--- src/rtl/uart_tx_arbiter.sv ---
// Round-robin arbiter sharing one uart_tx serializer among NUM_REQ byte requesters.
// An owner keeps the line across a multi-byte frame until its last byte or a lock timeout.
// Ports:
//   clk, reset       clock and synchronous active-low reset
//   req              per-requester byte valid, held until ack
//   req_data         packed request bytes, requester i at [i*NB_DATA +: NB_DATA]
//   req_last         per-requester end-of-frame flag
//   ack              one-hot single-cycle byte-accepted pulse
//   tx_start         single-cycle start pulse to the serializer
//   tx_data          byte presented to the serializer, held until the next grant
//   tx_done_tick     serializer done pulse
//   busy             high whenever the arbiter is not idle
//   owner            index of the current or last granted requester
module uart_tx_arbiter #(
  parameter int unsigned NB_DATA      = 8,
  parameter int unsigned NUM_REQ      = 4,
  parameter int unsigned LOCK_TIMEOUT = 1024
) (
  input  logic                            clk,
  input  logic                            reset,
  input  logic [NUM_REQ-1:0]              req,
  input  logic [NUM_REQ*NB_DATA-1:0]      req_data,
  input  logic [NUM_REQ-1:0]              req_last,
  output logic [NUM_REQ-1:0]              ack,
  output logic                            tx_start,
  output logic [NB_DATA-1:0]              tx_data,
  input  logic                            tx_done_tick,
  output logic                            busy,
  output logic [$clog2(NUM_REQ)-1:0]      owner
);

  localparam int unsigned OW = $clog2(NUM_REQ);
  localparam int unsigned TW = (LOCK_TIMEOUT > 1) ? $clog2(LOCK_TIMEOUT) : 1;

  typedef enum logic [1:0] {
    IDLE      = 2'd0,
    WAIT_DONE = 2'd1,
    HOLD      = 2'd2
  } state_t;

  state_t               state, state_n;
  logic [NUM_REQ-1:0]   ack_n;
  logic                 tx_start_n;
  logic [NB_DATA-1:0]   tx_data_n;
  logic [OW-1:0]        owner_n;
  logic [OW-1:0]        rr_ptr, rr_ptr_n;
  logic [TW-1:0]        timer, timer_n;
  logic                 last_reg, last_n;
  logic                 grant;
  logic [OW-1:0]        win;
  logic [OW-1:0]        owner_inc;

  // First requester at or above the pointer, wrapping modulo NUM_REQ.
  function automatic logic [OW-1:0] rr_pick(input logic [NUM_REQ-1:0] r,
                                            input logic [OW-1:0] p);
    logic [OW-1:0] sel;
    logic          found;
    int unsigned   idx;
    sel   = p;
    found = 1'b0;
    for (int unsigned i = 0; i < NUM_REQ; i++) begin
      idx = (32'(p) + i) % NUM_REQ;
      if (!found && r[idx]) begin
        found = 1'b1;
        sel   = OW'(idx);
      end
    end
    return sel;
  endfunction

  assign owner_inc = (32'(owner) == NUM_REQ - 1) ? '0 : owner + OW'(1);
  assign busy      = (state != IDLE);

  // State and output registers.
  always_ff @(posedge clk) begin
    if (!reset) begin
      state    <= IDLE;
      ack      <= '0;
      tx_start <= 1'b0;
      tx_data  <= '0;
      owner    <= '0;
      rr_ptr   <= '0;
      timer    <= '0;
      last_reg <= 1'b0;
    end else begin
      state    <= state_n;
      ack      <= ack_n;
      tx_start <= tx_start_n;
      tx_data  <= tx_data_n;
      owner    <= owner_n;
      rr_ptr   <= rr_ptr_n;
      timer    <= timer_n;
      last_reg <= last_n;
    end
  end

  // Next-state and grant decision.
  always_comb begin
    state_n    = state;
    ack_n      = '0;
    tx_start_n = 1'b0;
    tx_data_n  = tx_data;
    owner_n    = owner;
    rr_ptr_n   = rr_ptr;
    timer_n    = timer;
    last_n     = last_reg;
    grant      = 1'b0;
    win        = owner;

    case (state)
      IDLE: begin
        if (|req) begin
          grant = 1'b1;
          win   = rr_pick(req, rr_ptr);
        end
      end
      WAIT_DONE: begin
        if (tx_done_tick) begin
          if (last_reg) begin
            rr_ptr_n = owner_inc;
            state_n  = IDLE;
          end else begin
            timer_n = '0;
            state_n = HOLD;
          end
        end
      end
      HOLD: begin
        if (req[owner]) begin
          grant = 1'b1;
          win   = owner;
        end else if (timer == TW'(LOCK_TIMEOUT - 1)) begin
          rr_ptr_n = owner_inc;
          state_n  = IDLE;
        end else begin
          timer_n = timer + TW'(1);
        end
      end
      default: state_n = IDLE;
    endcase

    if (grant) begin
      tx_data_n  = req_data[32'(win)*NB_DATA +: NB_DATA];
      tx_start_n = 1'b1;
      ack_n[win] = 1'b1;
      owner_n    = win;
      last_n     = req_last[win];
      state_n    = WAIT_DONE;
    end
  end

endmodule

--- config.mk ---
export PLATFORM = sky130hd
export DESIGN_NAME = uart_tx_arbiter
export DESIGN_NICKNAME = d
export VERILOG_FILES = /design/src/rtl/uart_tx_arbiter.sv
export SDC_FILE = /design/constraint.sdc
export NUM_CORES = 1
export LEC_CHECK = 0
export ABC_AREA = 1
export CORE_ASPECT_RATIO = 1.25
export CORE_UTILIZATION = 51
export DETAILED_ROUTE_END_ITERATION = 10
export GPL_TIMING_DRIVEN = 0
export PLACE_DENSITY = 0.86
export SETUP_SLACK_MARGIN = 0.02
export SLEW_MARGIN = 20
export SYNTH_ARGS = -nofsm -noshare
export SYNTH_HDL_FRONTEND = slang
export SYNTH_SLANG_ARGS = --single-unit
--- constraint.sdc ---
create_clock -name clk -period 3.6 [get_ports clk]
set_input_delay 0.9 -clock clk [delete_from_list [all_inputs] [get_ports clk]]
set_output_delay 0.9 -clock clk [all_outputs]
set_load 0.05 [all_outputs]
==> results of run 1 <==
## critical path, cell delays in order, from the launching register on
cell	delay, ps
dfxtp_1	340
inv_1	80
ha_1	190
inv_1	110
clkdlybuf4s50_1	820
## layout make-up
| cell class | instances | area [µm²] | area share |
|---|---|---|---|
| buffer | 7 | 58.8 | 0.0218 |
| clock buffer | 7 | 86.3 | 0.0320 |
| clock inverter | 1 | 5.00 | 0.00186 |
| inverter | 33 | 124 | 0.0460 |
| multi-input combinational | 256 | 1190 | 0.442 |
| sequential | 30 | 601 | 0.223 |
| tap | 39 | 48.8 | 0.0181 |
| timing repair buffer | 58 | 581 | 0.216 |
## placed cells by master, fill, tap and decap left out
cell type	instances
nor4_1	2
inv_2	2
a21oi_1	15
clkbuf_1	1
a211oi_1	2
nand3_4	1
clkinv_1	2
clkbuf_8	6
buf_6	3
o211ai_1	2
nand3_1	31
nor2_1	17
buf_4	2
clkinv_2	1
buf_2	2
inv_1	29
o21ai_0	7
nor2_4	1
o21ai_1	2
nand2_4	2
nand2_2	16
a21oi_2	1
ha_1	5
nor3_1	7
clkdlybuf4s50_1	58
dfxtp_1	30
o31ai_1	1
and3_1	1
nand2_1	143
## power by group
group	switching, mW	internal [mW]	total [mW]	leakage [nW]
clock	0.130	0.154	0.284	0.0482
sequential	0.0589	0.412	0.471	0.245
combinational	1.10	0.577	1.68	0.991
## cells by family (layout without fill, tap and decap cells)
family | count (synthesis) | in the layout | synth area share
adders and majority gates | 5 | 5 | 0.0317
DFF | 30 | 30 | 0.304
AOI/OAI and AO/OA | 30 | 30 | 0.0843
and+or+nand+nor | 221 | 221 | 0.487
buffers and inverters | 40 | 106 | 0.0926
## worst max path at each step
| stage | from | end | slack [ps] | cells past startpoint |
|---|---|---|---|---|
| after floorplan | req[3] | last_reg$_SDFFE_PN0P_ | 1440 | 11 |
| after detailed placement | req[2] | tx_data[7]$_SDFFE_PN0P_ | 610 | 12 |
| after CTS | state[0]$_SDFFE_PN0P_ | busy | 870 | 4 |
| after global routing | req[2] | state[1]$_SDFFE_PP0P_ | 670 | 8 |
| after global placement | req[2] | tx_data[7]$_SDFFE_PN0P_ | 670 | 12 |
| final | state[0]$_SDFFE_PN0P_ | busy | 870 | 4 |
## stage by stage
stage	area (µm²)	utilization	total power, mW	hold WS (ps)
6_report	2690	0.748	2.44	450
5_1_grt	2690	0.748	2.65	482
4_1_cts	2690	0.748	2.43	452
3_5_place_dp	2600	0.722	2.14	438
3_3_place_gp	2600	0.722	2.11	438
2_1_floorplan	1970	-	1.72	425
## layer usage
| metal | global-route usage | share of wire |
|---|---|---|
| met1 | 0.308 | 0.41 |
| met2 | 0.494 | 0.51 |
| met3 | 0.0758 | 0.057 |
| met4 | 0.106 | 0.025 |
| met5 | 0 | 0 |
## cells in the mapped netlist
master	count
clkinv_1	2
buf_4	2
dfxtp_1	30
nand3_4	1
a21oi_2	1
o211ai_1	2
nor2_1	17
nor4_1	2
nor3_1	7
nand3_1	31
nor2_4	1
buf_6	3
buf_2	2
a211oi_1	2
a21oi_1	15
o31ai_1	1
o21ai_0	7
nand2_2	16
o21ai_1	2
inv_2	2
ha_1	5
nand2_1	143
and3_1	1
inv_1	29
nand2_4	2
==> impl_results.html, run 1 <==
<table>
<tr><th>Metric</th><th>Value</th></tr>
<tr><th colspan="2">Status</th></tr>
<tr><td>Outcome</td><td>finished, violations left</td></tr>
<tr><td>Failing checks</td><td>design-rule violations</td></tr>
<tr><th colspan="2">Clocking</th></tr>
<tr><td>Number of buffers created by CTS</td><td>5</td></tr>
<tr><td>Count of clock tree sinks</td><td>30</td></tr>
<tr><td>Clock transition at the registers of the reported paths</td><td>70 ps</td></tr>
<tr><td>Resized Gates After CTS</td><td>0</td></tr>
<tr><td>Maximum level of the CTS H-tree</td><td>2</td></tr>
<tr><td>Buffer depth of the longest clock path</td><td>2</td></tr>
<tr><td>Hold-fix buffers at CTS</td><td>0</td></tr>
<tr><td>Clock latency on the worst-skew pair</td><td>280 ps</td></tr>
<tr><td>CTS tree</td><td>yes</td></tr>
<tr><td>Buffer type at the clock tree root</td><td>clkbuf_8</td></tr>
<tr><td>Buffers inserted by post-CTS timing repair</td><td>0</td></tr>
<tr><th colspan="2">Setup path</th></tr>
<tr><td>Register-to-Register Setup Slack</td><td>1460 ps</td></tr>
<tr><td>Data arrival time of the critical path</td><td>1830 ps</td></tr>
<tr><td>Reg2reg end</td><td>timer[7]$_SDFFE_PN0P_</td></tr>
<tr><td>Required time of the worst setup path</td><td>2700 ps</td></tr>
<tr><td>Element type at the critical path start</td><td>flop</td></tr>
<tr><td>Type of the setup path with the least slack</td><td>reg -&gt; out</td></tr>
<tr><td>Number of cells on the worst reg-to-reg path</td><td>14</td></tr>
<tr><td>Peak fanout along the critical path</td><td>3</td></tr>
<tr><td>Category of the worst setup path capture point</td><td>primary output</td></tr>
<tr><td>Startpoint of the most critical register-to-register path</td><td>state[1]$_SDFFE_PP0P_</td></tr>
<tr><th colspan="2">Timing</th></tr>
<tr><td>Fmax achieved</td><td>367 MHz</td></tr>
<tr><td>Unrepaired setup endpoints after global routing</td><td>no</td></tr>
<tr><td>Final clock period utilization by the worst path</td><td>0.757</td></tr>
<tr><td>Setup TNS</td><td>0 ps</td></tr>
<tr><td>Final Hold Viols</td><td>0</td></tr>
<tr><td>Tightest slew margin relative to the limit</td><td>0.569</td></tr>
<tr><td>Slew of the pin with the lowest slew margin</td><td>644 ps</td></tr>
<tr><td>Crit path time final</td><td>2730 ps</td></tr>
<tr><td>Setup skew after layout</td><td>2.16 ps</td></tr>
<tr><td>Final setup violating endpoints</td><td>0</td></tr>
<tr><td>Setup slack of the critical path after layout</td><td>874 ps</td></tr>
<tr><td>Number of slew-limit violations in the final report</td><td>0</td></tr>
<tr><th colspan="2">Floorplanning</th></tr>
<tr><td>Starting utilization of the core area</td><td>0.548</td></tr>
<tr><td>Std-Cell Core Area</td><td>3600 µm²</td></tr>
<tr><td>Die extent in y</td><td>71.5 µm</td></tr>
<tr><td>Die Wd</td><td>57.6 µm</td></tr>
<tr><td>Number of placement rows</td><td>24</td></tr>
<tr><td>Number of I/O pins</td><td>59</td></tr>
<tr><td>DIE AREA</td><td>4120 µm²</td></tr>
<tr><th colspan="2">Run</th></tr>
<tr><td>Max-cap check violation count</td><td>0</td></tr>
<tr><th colspan="2">Final layout</th></tr>
<tr><td>Number of flip-flops in the largest register</td><td>10</td></tr>
<tr><td>Register containing the most flip-flops in the final layout</td><td>timer</td></tr>
<tr><td>Number of fillers in the final layout</td><td>312</td></tr>
<tr><td>Number of inserted diodes</td><td>0</td></tr>
<tr><td>Post-layout instance count excluding filler cells</td><td>431</td></tr>
<tr><td>Net count of the finished layout</td><td>439</td></tr>
<tr><td>Growth of design area from synthesis to finish</td><td>36.5%</td></tr>
<tr><td>Proportion of layout cells with a drive suffix above 1</td><td>0.0944</td></tr>
<tr><td>Registers with the highest flip-flop counts</td><td>timer x10, tx_data x8, ack x4</td></tr>
<tr><th colspan="2">Worst hold path</th></tr>
<tr><td>Hold path cells</td><td>2</td></tr>
<tr><td>Worst Hold Launch</td><td>tx_data[5]$_SDFFE_PN0P_</td></tr>
<tr><td>Kind of path behind the tightest hold check</td><td>reg -&gt; reg</td></tr>
<tr><td>End of the worst hold path</td><td>tx_data[5]$_SDFFE_PN0P_</td></tr>
<tr><th colspan="2">Placed design</th></tr>
<tr><td>Buffers added on ports</td><td>58</td></tr>
<tr><td>Worst setup slack before clock tree synthesis</td><td>612 ps</td></tr>
<tr><td>Final HPWL from detailed placement</td><td>3940 µm</td></tr>
<tr><td>Placed Cells incl. Taps</td><td>423</td></tr>
<tr><td>Routability congestion estimate from global placement</td><td>0.876</td></tr>
<tr><th colspan="2">Yosys</th></tr>
<tr><td>Count of yosys warnings during synthesis</td><td>0</td></tr>
<tr><td>Mapped cell area</td><td>1970 µm²</td></tr>
<tr><td>Synth area leaders</td><td>dfxtp_1 (30%), nand2_1 (27%), nand3_1 (7.9%)</td></tr>
<tr><td>Mapped Nets</td><td>374</td></tr>
<tr><td>Number of register bits inferred by synthesis</td><td>30</td></tr>
<tr><td>Library cells used by synthesis</td><td>25</td></tr>
<tr><td>Gate Count Post-Synth</td><td>326</td></tr>
<tr><td>Proportion of synthesized chip area in sequential cells</td><td>0.304</td></tr>
<tr><td>Share of Yosys cell area claimed by the top area cell type</td><td>0.304</td></tr>
<tr><td>Library cell occupying the most area in the post-synthesis netlist</td><td>dfxtp_1</td></tr>
<tr><td>Synthesized area per cell</td><td>6.05 µm²</td></tr>
<tr><th colspan="2">Detailed routing</th></tr>
<tr><td>Number of nets still failing antenna checks after routing</td><td>0</td></tr>
<tr><td>Aggregate routed wire length</td><td>5110 µm</td></tr>
<tr><td>Pre-antenna DRT Iters</td><td>7</td></tr>
<tr><td>WL/cell</td><td>11.9 µm</td></tr>
<tr><td>Total number of vias</td><td>2199</td></tr>
<tr><td>Via count normalized by instance count</td><td>5.10</td></tr>
<tr><td>DRC violation count after routing</td><td>2</td></tr>
<tr><td>DRC violation total after the first TritonRoute iteration</td><td>111</td></tr>
<tr><th colspan="2">Global route</th></tr>
<tr><td>GRT Residual Overflow</td><td>0</td></tr>
<tr><td>Largest net degree at the start of global routing</td><td>11</td></tr>
<tr><td>Overall track demand over capacity in global routing</td><td>0.277</td></tr>
<tr><td>First-pass GRT wire length</td><td>8910 µm</td></tr>
<tr><td>Number of antenna violations at the first check in global routing</td><td>0</td></tr>
<tr><td>Number of global-route vias before repair</td><td>2134</td></tr>
<tr><th colspan="2">Power</th></tr>
<tr><td>Static leakage</td><td>1.28 nW</td></tr>
<tr><td>Worst vdd rail ir drop</td><td>0.000605 V</td></tr>
<tr><td>Power density over the cells</td><td>904 nW/µm²</td></tr>
</table>
(Power assumes the default switching activity.)
==> run 2: changes to the inputs <==
- CORE_UTILIZATION: 51 -> 43
- PLACE_DENSITY: 0.86 -> 0.77
- clock period: 3.6 -> 2.3 ns (I/O delays scaled with it)
==> run 2 against run 1 <==
Compared with the run above: the run now ends clean; worst hold slack about the same; critical endpoint is now owner[0]; die area rose by 18%; critical path type unchanged; critical path depth fell by 3; combinational power rose by 62%; cell area grew 4.6%; worst setup slack got worse by 760 ps; first-iteration DRC count shrank 11%; total power is 69% higher; largest cell class unchanged; final cell count grew 5.1%.
==> impl_results.html, run 2 (synthesis results as in run 1) <==
<table>
<tr><th>Metric</th><th>Value</th></tr>
<tr><th colspan="2">Clocking</th></tr>
<tr><td>Number of buffers created by CTS</td><td>5</td></tr>
<tr><td>Count of clock tree sinks</td><td>30</td></tr>
<tr><td>Clock latency on the worst-skew pair</td><td>290 ps</td></tr>
<tr><td>Buffer type at the clock tree root</td><td>clkbuf_8</td></tr>
<tr><td>Maximum level of the CTS H-tree</td><td>2</td></tr>
<tr><td>Clock transition at the registers of the reported paths</td><td>60 ps</td></tr>
<tr><td>Buffer depth of the longest clock path</td><td>2</td></tr>
<tr><td>CTS tree</td><td>yes</td></tr>
<tr><th colspan="2">Timing</th></tr>
<tr><td>Final clock period utilization by the worst path</td><td>0.952</td></tr>
<tr><td>Setup skew after layout</td><td>9.28 ps</td></tr>
<tr><td>Tightest slew margin relative to the limit</td><td>0.572</td></tr>
<tr><td>Number of slew-limit violations in the final report</td><td>0</td></tr>
<tr><td>Final Hold Viols</td><td>0</td></tr>
<tr><td>Final setup violating endpoints</td><td>0</td></tr>
<tr><td>Crit path time final</td><td>2190 ps</td></tr>
<tr><td>Unrepaired setup endpoints after global routing</td><td>no</td></tr>
<tr><td>Slew of the pin with the lowest slew margin</td><td>636 ps</td></tr>
<tr><td>Setup slack of the critical path after layout</td><td>109 ps</td></tr>
<tr><td>Fmax achieved</td><td>457 MHz</td></tr>
<tr><th colspan="2">Power</th></tr>
<tr><td>Static leakage</td><td>1.35 nW</td></tr>
<tr><td>Worst vdd rail ir drop</td><td>0.000780 V</td></tr>
<tr><td>Total Power</td><td>4.12 mW</td></tr>
<tr><td>Power density over the cells</td><td>1460 nW/µm²</td></tr>
<tr><th colspan="2">Final layout</th></tr>
<tr><td>Number of inserted diodes</td><td>0</td></tr>
<tr><td>Growth of design area from synthesis to finish</td><td>42.8%</td></tr>
<tr><td>Proportion of layout cells with a drive suffix above 1</td><td>0.122</td></tr>
<tr><td>Sequential standard cell area</td><td>601 µm²</td></tr>
<tr><td>Number of fillers in the final layout</td><td>408</td></tr>
<tr><td>Area taken by multi-input logic gates</td><td>1210 µm²</td></tr>
<tr><td>Post-layout instance count excluding filler cells</td><td>453</td></tr>
<tr><td>Register containing the most flip-flops in the final layout</td><td>timer</td></tr>
<tr><td>Number of flip-flops in the largest register</td><td>10</td></tr>
<tr><td>Registers with the highest flip-flop counts</td><td>timer x10, tx_data x8, ack x4</td></tr>
<tr><td>Most common cell after layout, fill and taps aside</td><td>nand2_1</td></tr>
<tr><td>Net count of the finished layout</td><td>442</td></tr>
<tr><td>Post-layout utilization of the core</td><td>0.642</td></tr>
<tr><td>Commonest cells after routing, fill and taps aside</td><td>nand2_1 (141), clkdlybuf4s50_1 (53), nand3_1 (31)</td></tr>
<tr><th colspan="2">Setup path</th></tr>
<tr><td>Data arrival time of the critical path</td><td>1620 ps</td></tr>
<tr><td>Slowest stage delay, CP</td><td>860 ps</td></tr>
<tr><td>Type of the setup path with the least slack</td><td>reg -&gt; out</td></tr>
<tr><td>Critical path cell sequence</td><td>clkdlybuf4s50_1</td></tr>
<tr><td>Cell at the slowest stage of the critical path</td><td>clkdlybuf4s50_1</td></tr>
<tr><td>Crit path buf inv count</td><td>1</td></tr>
<tr><td>Crit-path leading delay family</td><td>buffers and inverters</td></tr>
<tr><td>Element type at the critical path start</td><td>flop</td></tr>
<tr><td>Category of the worst setup path capture point</td><td>primary output</td></tr>
<tr><td>Peak fanout along the critical path</td><td>8</td></tr>
<tr><td>Required time of the worst setup path</td><td>1730 ps</td></tr>
<tr><th colspan="2">Detailed routing</th></tr>
<tr><td>Via count normalized by instance count</td><td>4.82</td></tr>
<tr><td>Aggregate routed wire length</td><td>4880 µm</td></tr>
<tr><td>Number of nets still failing antenna checks after routing</td><td>0</td></tr>
<tr><td>Total number of vias</td><td>2183</td></tr>
<tr><td>Pre-antenna DRT Iters</td><td>4</td></tr>
<tr><td>DRC violation count after routing</td><td>0</td></tr>
<tr><td>WL/cell</td><td>10.8 µm</td></tr>
<tr><td>DRC violation total after the first TritonRoute iteration</td><td>99</td></tr>
<tr><th colspan="2">Floorplanning</th></tr>
<tr><td>Number of placement rows</td><td>27</td></tr>
<tr><td>Die extent in y</td><td>77.7 µm</td></tr>
<tr><td>Number of I/O pins</td><td>59</td></tr>
<tr><td>Starting utilization of the core area</td><td>0.449</td></tr>
<tr><td>DIE AREA</td><td>4870 µm²</td></tr>
<tr><td>Std-Cell Core Area</td><td>4390 µm²</td></tr>
<tr><td>Die Wd</td><td>62.6 µm</td></tr>
<tr><th colspan="2">Global route</th></tr>
<tr><td>Overall track demand over capacity in global routing</td><td>0.216</td></tr>
<tr><td>Largest net degree at the start of global routing</td><td>11</td></tr>
<tr><td>GRT Residual Overflow</td><td>0</td></tr>
<tr><td>Number of antenna violations at the first check in global routing</td><td>0</td></tr>
<tr><td>First-pass GRT wire length</td><td>8250 µm</td></tr>
<tr><td>Number of global-route vias before repair</td><td>1941</td></tr>
<tr><th colspan="2">Run</th></tr>
<tr><td>Max-cap check violation count</td><td>0</td></tr>
<tr><th colspan="2">Placed design</th></tr>
<tr><td>Worst setup slack before clock tree synthesis</td><td>-345 ps</td></tr>
<tr><td>Final HPWL from detailed placement</td><td>3810 µm</td></tr>
<tr><td>Routability congestion estimate from global placement</td><td>0.843</td></tr>
<tr><td>Buffers added on ports</td><td>58</td></tr>
<tr><td>Placed Cells incl. Taps</td><td>442</td></tr>
<tr><th colspan="2">Status</th></tr>
<tr><td>Outcome</td><td>complete, no violations</td></tr>
<tr><th colspan="2">Worst hold path</th></tr>
<tr><td>Kind of path behind the tightest hold check</td><td>reg -&gt; reg</td></tr>
</table>
==> run 2: changes by cell type in the layout (fill, tap and decap cells not counted), moves of 2 or more <==
cell,delta
clkdlybuf4s50_1,-5
nor2_1,-4
dlygate4sd2_1,+3
nand2_1,-2
bufinv_16,+2
nor2_2,+4
nand2_2,+2
buf_4,+3
dlymetal6s2s_1,+2
==> run 2: final timing paths <==
path	slack [ps]	end	start	depth (start not counted)
setup / recovery	110	owner[0]	owner[0]$_SDFFE_PN0P_	1
hold / removal	450	tx_data[7]$_SDFFE_PN0P_	tx_data[7]$_SDFFE_PN0P_	2
setup reg to reg	350	timer[3]$_SDFFE_PN0P_	state[1]$_SDFFE_PP0P_	10
hold reg to reg	450	tx_data[7]$_SDFFE_PN0P_	tx_data[7]$_SDFFE_PN0P_	2
==> run 2: worst min-delay path: stages, from the launching register on <==
cell and delay [ps]:
dfxtp_1 310, nand2_1 60, nand2_1 40
==> run 2: layout make-up <==
type | count | area share
Clock inverter | 2 | 0.0213
Timing Repair Buffer | 61 | 0.214
Clock buffer | 6 | 0.0293
Sequential cell | 30 | 0.213
Inverter | 33 | 0.0440
Buffer | 7 | 0.0231
Tap cell | 58 | 0.0258
Multi-Input combinational cell | 256 | 0.429
==> run 2: routing by layer <==
metal	global-route usage	vias up	wire, µm
met3	0.0794	7	340
met1	0.233	939	2060
met5	0	-	0
met4	0.0814	0	78
met2	0.380	67	2410
li1	-	1170	-
==> run 2: what timing repair did <==
item | CTS | global route
pin swaps | 0 | 1
cloned | 0 | 0
hold buffers | 0 | 0
gates resized for setup | 6 | 9
buffers inserted | 0 | 3
endpoints found under the setup margin | 12 | 16
==> run 2: report_power, final <==
group	total (mW)	switching (mW)	internal [mW]	leakage, nW
clock network	0.664	0.202	0.462	0.0714
registers	0.733	0.0881	0.645	0.245
logic	2.72	1.75	0.976	1.03
==> run 2: stage by stage <==
step	TNS, ps	cell area [µm²]	hold WS, ps
floorplan	0	1970	425
global placement	-4350	2630	440
detailed placement	-4790	2630	440
CTS	0	2770	453
global route	0	2820	468
finish	0	2820	450
==> run 3: changes to the inputs <==
==> constraint.sdc (replaced) <==
create_clock -name clk -period 2.3 [get_ports clk]
set_input_delay 0.46 -clock clk [delete_from_list [all_inputs] [get_ports clk]]
set_output_delay 0.46 -clock clk [all_outputs]
set_load 0.05 [all_outputs]
==> run 3 against run 2 <==
Compared with the run above: worst setup slack better by 47 ps; global-route usage did not move; sequential cell count unchanged; core utilization grew 0.057 points; combinational power barely moved; via count hardly changed; critical path type is now in -> reg; worst hold slack barely moved; first-iteration DRC count down 9.1%; sequential power about the same; clock power barely moved.
==> impl_results.html, run 3 (synthesis results as in run 1) <==
<table>
<tr><th>Metric</th><th>Value</th></tr>
<tr><th colspan="2">Status</th></tr>
<tr><td>Outcome</td><td>complete, no violations</td></tr>
<tr><th colspan="2">Timing</th></tr>
<tr><td>Final clock period utilization by the worst path</td><td>0.932</td></tr>
<tr><td>Final Hold Viols</td><td>0</td></tr>
<tr><td>Unrepaired setup endpoints after global routing</td><td>yes</td></tr>
<tr><td>Tightest slew margin relative to the limit</td><td>0.574</td></tr>
<tr><td>Fmax achieved</td><td>467 MHz</td></tr>
<tr><td>Crit path time final</td><td>2140 ps</td></tr>
<tr><td>Setup slack of the critical path after layout</td><td>157 ps</td></tr>
<tr><td>Slew of the pin with the lowest slew margin</td><td>633 ps</td></tr>
<tr><td>Setup skew after layout</td><td>9.50 ps</td></tr>
<tr><td>Hold Worst Slack</td><td>450 ps</td></tr>
<tr><td>Final setup violating endpoints</td><td>0</td></tr>
<tr><td>Number of slew-limit violations in the final report</td><td>0</td></tr>
<tr><th colspan="2">Global route</th></tr>
<tr><td>GRT Residual Overflow</td><td>0</td></tr>
<tr><td>Number of antenna violations at the first check in global routing</td><td>0</td></tr>
<tr><td>Overall track demand over capacity in global routing</td><td>0.216</td></tr>
<tr><td>First-pass GRT wire length</td><td>8250 µm</td></tr>
<tr><td>Largest net degree at the start of global routing</td><td>11</td></tr>
<tr><td>Number of global-route vias before repair</td><td>1942</td></tr>
<tr><th colspan="2">Placed design</th></tr>
<tr><td>Worst setup slack before clock tree synthesis</td><td>-230 ps</td></tr>
<tr><td>Routability congestion estimate from global placement</td><td>0.843</td></tr>
<tr><td>Final HPWL from detailed placement</td><td>3810 µm</td></tr>
<tr><td>Buffers added on ports</td><td>58</td></tr>
<tr><th colspan="2">Floorplanning</th></tr>
<tr><td>Die Wd</td><td>62.6 µm</td></tr>
<tr><td>Die extent in y</td><td>77.7 µm</td></tr>
<tr><td>DIE AREA</td><td>4870 µm²</td></tr>
<tr><td>Number of placement rows</td><td>27</td></tr>
<tr><td>Number of I/O pins</td><td>59</td></tr>
<tr><td>Std-Cell Core Area</td><td>4390 µm²</td></tr>
<tr><td>Starting utilization of the core area</td><td>0.449</td></tr>
<tr><th colspan="2">Final layout</th></tr>
<tr><td>Most common cell after layout, fill and taps aside</td><td>nand2_1</td></tr>
<tr><td>Number of flip-flops in the largest register</td><td>10</td></tr>
<tr><td>Growth of design area from synthesis to finish</td><td>42.9%</td></tr>
<tr><td>Register containing the most flip-flops in the final layout</td><td>timer</td></tr>
<tr><td>Registers with the highest flip-flop counts</td><td>timer x10, tx_data x8, ack x4</td></tr>
<tr><td>Commonest cells after routing, fill and taps aside</td><td>nand2_1 (142), clkdlybuf4s50_1 (54), nand3_1 (31)</td></tr>
<tr><td>Proportion of layout cells with a drive suffix above 1</td><td>0.116</td></tr>
<tr><td>Number of inserted diodes</td><td>0</td></tr>
<tr><td>Net count of the finished layout</td><td>442</td></tr>
<tr><th colspan="2">Detailed routing</th></tr>
<tr><td>DRC violation total after the first TritonRoute iteration</td><td>90</td></tr>
<tr><td>Total number of vias</td><td>2185</td></tr>
<tr><td>Pre-antenna DRT Iters</td><td>4</td></tr>
<tr><td>Sum of routed wire segments on met1</td><td>2120 µm</td></tr>
<tr><td>Met3 Wirelength</td><td>305 µm</td></tr>
<tr><td>Top Layer Used</td><td>met4</td></tr>
<tr><td>Number of nets still failing antenna checks after routing</td><td>0</td></tr>
<tr><td>Aggregate routed wire length</td><td>4920 µm</td></tr>
<tr><td>WL/cell</td><td>10.9 µm</td></tr>
<tr><td>WL met2</td><td>2430 µm</td></tr>
<tr><td>Via count normalized by instance count</td><td>4.82</td></tr>
<tr><td>DRC violation count after routing</td><td>0</td></tr>
<tr><th colspan="2">Power</th></tr>
<tr><td>Power density over the cells</td><td>1460 nW/µm²</td></tr>
<tr><td>Worst vdd rail ir drop</td><td>0.000781 V</td></tr>
<tr><td>Static leakage</td><td>1.36 nW</td></tr>
<tr><th colspan="2">Clocking</th></tr>
<tr><td>Count of clock tree sinks</td><td>30</td></tr>
<tr><td>Clock latency on the worst-skew pair</td><td>290 ps</td></tr>
<tr><td>Hold-fix buffers at CTS</td><td>0</td></tr>
<tr><td>Maximum level of the CTS H-tree</td><td>2</td></tr>
<tr><td>Clock transition at the registers of the reported paths</td><td>60 ps</td></tr>
<tr><td>Buffer depth of the longest clock path</td><td>2</td></tr>
<tr><td>Buffer type at the clock tree root</td><td>clkbuf_8</td></tr>
<tr><td>Number of buffers created by CTS</td><td>5</td></tr>
<tr><td>CTS tree</td><td>yes</td></tr>
<tr><th colspan="2">Setup path</th></tr>
<tr><td>Cell at the slowest stage of the critical path</td><td>clkdlybuf4s50_1</td></tr>
<tr><td>Data arrival time of the critical path</td><td>2320 ps</td></tr>
<tr><td>Most Frequent Cell on Critical Path</td><td>nand2_1</td></tr>
<tr><td>Critical path cell sequence</td><td>clkdlybuf4s50_1 &gt; nand2_1 &gt; nand2_1 &gt; nand2_2 &gt; nand2_4 &gt; nand3_1 &gt; nand2_1 &gt; nand2_2 &gt; nand3_4 &gt; nand2_4 &gt; buf_6 &gt; nand2_1 &gt; nand2_1 &gt; nand2_1 &gt; nand2_1 &gt; nand2_1 &gt; nand2_1</td></tr>
<tr><td>Type of the setup path with the least slack</td><td>in -&gt; reg</td></tr>
<tr><td>Element type at the critical path start</td><td>primary input</td></tr>
<tr><td>Required time of the worst setup path</td><td>2480 ps</td></tr>
<tr><td>Register-to-Register Setup Slack</td><td>320 ps</td></tr>
<tr><td>Slowest stage delay, CP</td><td>530 ps</td></tr>
<tr><td>Category of the worst setup path capture point</td><td>flop</td></tr>
<tr><td>Peak fanout along the critical path</td><td>10</td></tr>
<tr><th colspan="2">Worst hold path</th></tr>
<tr><td>Kind of path behind the tightest hold check</td><td>reg -&gt; reg</td></tr>
<tr><th colspan="2">Run</th></tr>
<tr><td>Max-cap check violation count</td><td>0</td></tr>
</table>
[run 3: cell count changes in the layout (fill, tap and decap cells not counted)]
cell             change
clkdlybuf4s50_1      +1
a21oi_1              +1
dlygate4sd2_1        -3
nand2_1              +1
a21oi_2              -1
nand2_2              -1
dlymetal6s2s_1       +2
[run 3: critical path: cells and delay by family]
family	cells	cell delay [ps]
simple gates	15	1190
buf+inv	2	670
[run 3: power breakdown]
| part | switching (mW) | leakage (nW) | internal (mW) | total [mW] |
|---|---|---|---|---|
| registers | 0.0886 | 0.245 | 0.645 | 0.734 |
| logic | 1.74 | 1.04 | 0.979 | 2.72 |
| clock network | 0.202 | 0.0714 | 0.462 | 0.664 |
| total | 2.04 | 1.36 | 2.09 | 4.12 |
[run 3: layout make-up]
type | instances | area (µm²)
fillers | 410 | 1570
multi-input cells | 256 | 1200
well taps | 58 | 72.6
inverters | 33 | 124
clock inverters | 2 | 60.1
plain buffers | 7 | 65.1
flip-flops and latches | 30 | 601
repair buffers | 61 | 613
clock buffers | 6 | 82.6
[run 3: final timing paths]
check                               start                 endpoint  cells past startpoint
setup / recovery                   req[3]  tx_data[5]$_SDFFE_PN0P_                     17
hold / removal    tx_data[7]$_SDFFE_PN0P_  tx_data[7]$_SDFFE_PN0P_                      2
setup reg to reg    state[1]$_SDFFE_PP0P_    timer[7]$_SDFFE_PN0P_                     14
hold reg to reg   tx_data[7]$_SDFFE_PN0P_  tx_data[7]$_SDFFE_PN0P_                      2
[run 3: per-stage QoR]
stage / area, µm² / std cells / util / setup TNS [ps] / total power, mW
5_1_grt: 2820 / 453 / 0.642 / 0 / 4.47
2_1_floorplan: 1970 / 326 / - / 0 / 2.69
3_3_place_gp: 2630 / 442 / 0.598 / -2100 / 3.33
6_report: 2820 / 453 / 0.642 / 0 / 4.12
3_5_place_dp: 2630 / 442 / 0.598 / -2420 / 3.36
4_1_cts: 2770 / 450 / 0.630 / 0 / 4.04
[run 3: timing repair]
| item | 4_1_cts | 5_1_grt |
|---|---|---|
| setup buffers | 0 | 3 |
| setup endpoints to repair | 0 | 14 |
| gates resized for setup | 0 | 12 |
[run 3: routing by layer]
metal	global-route usage	vias to the layer above
met1	0.231	952
met3	0.0794	6
met5	0	-
met4	0.0814	0
li1	-	1167
met2	0.383	60
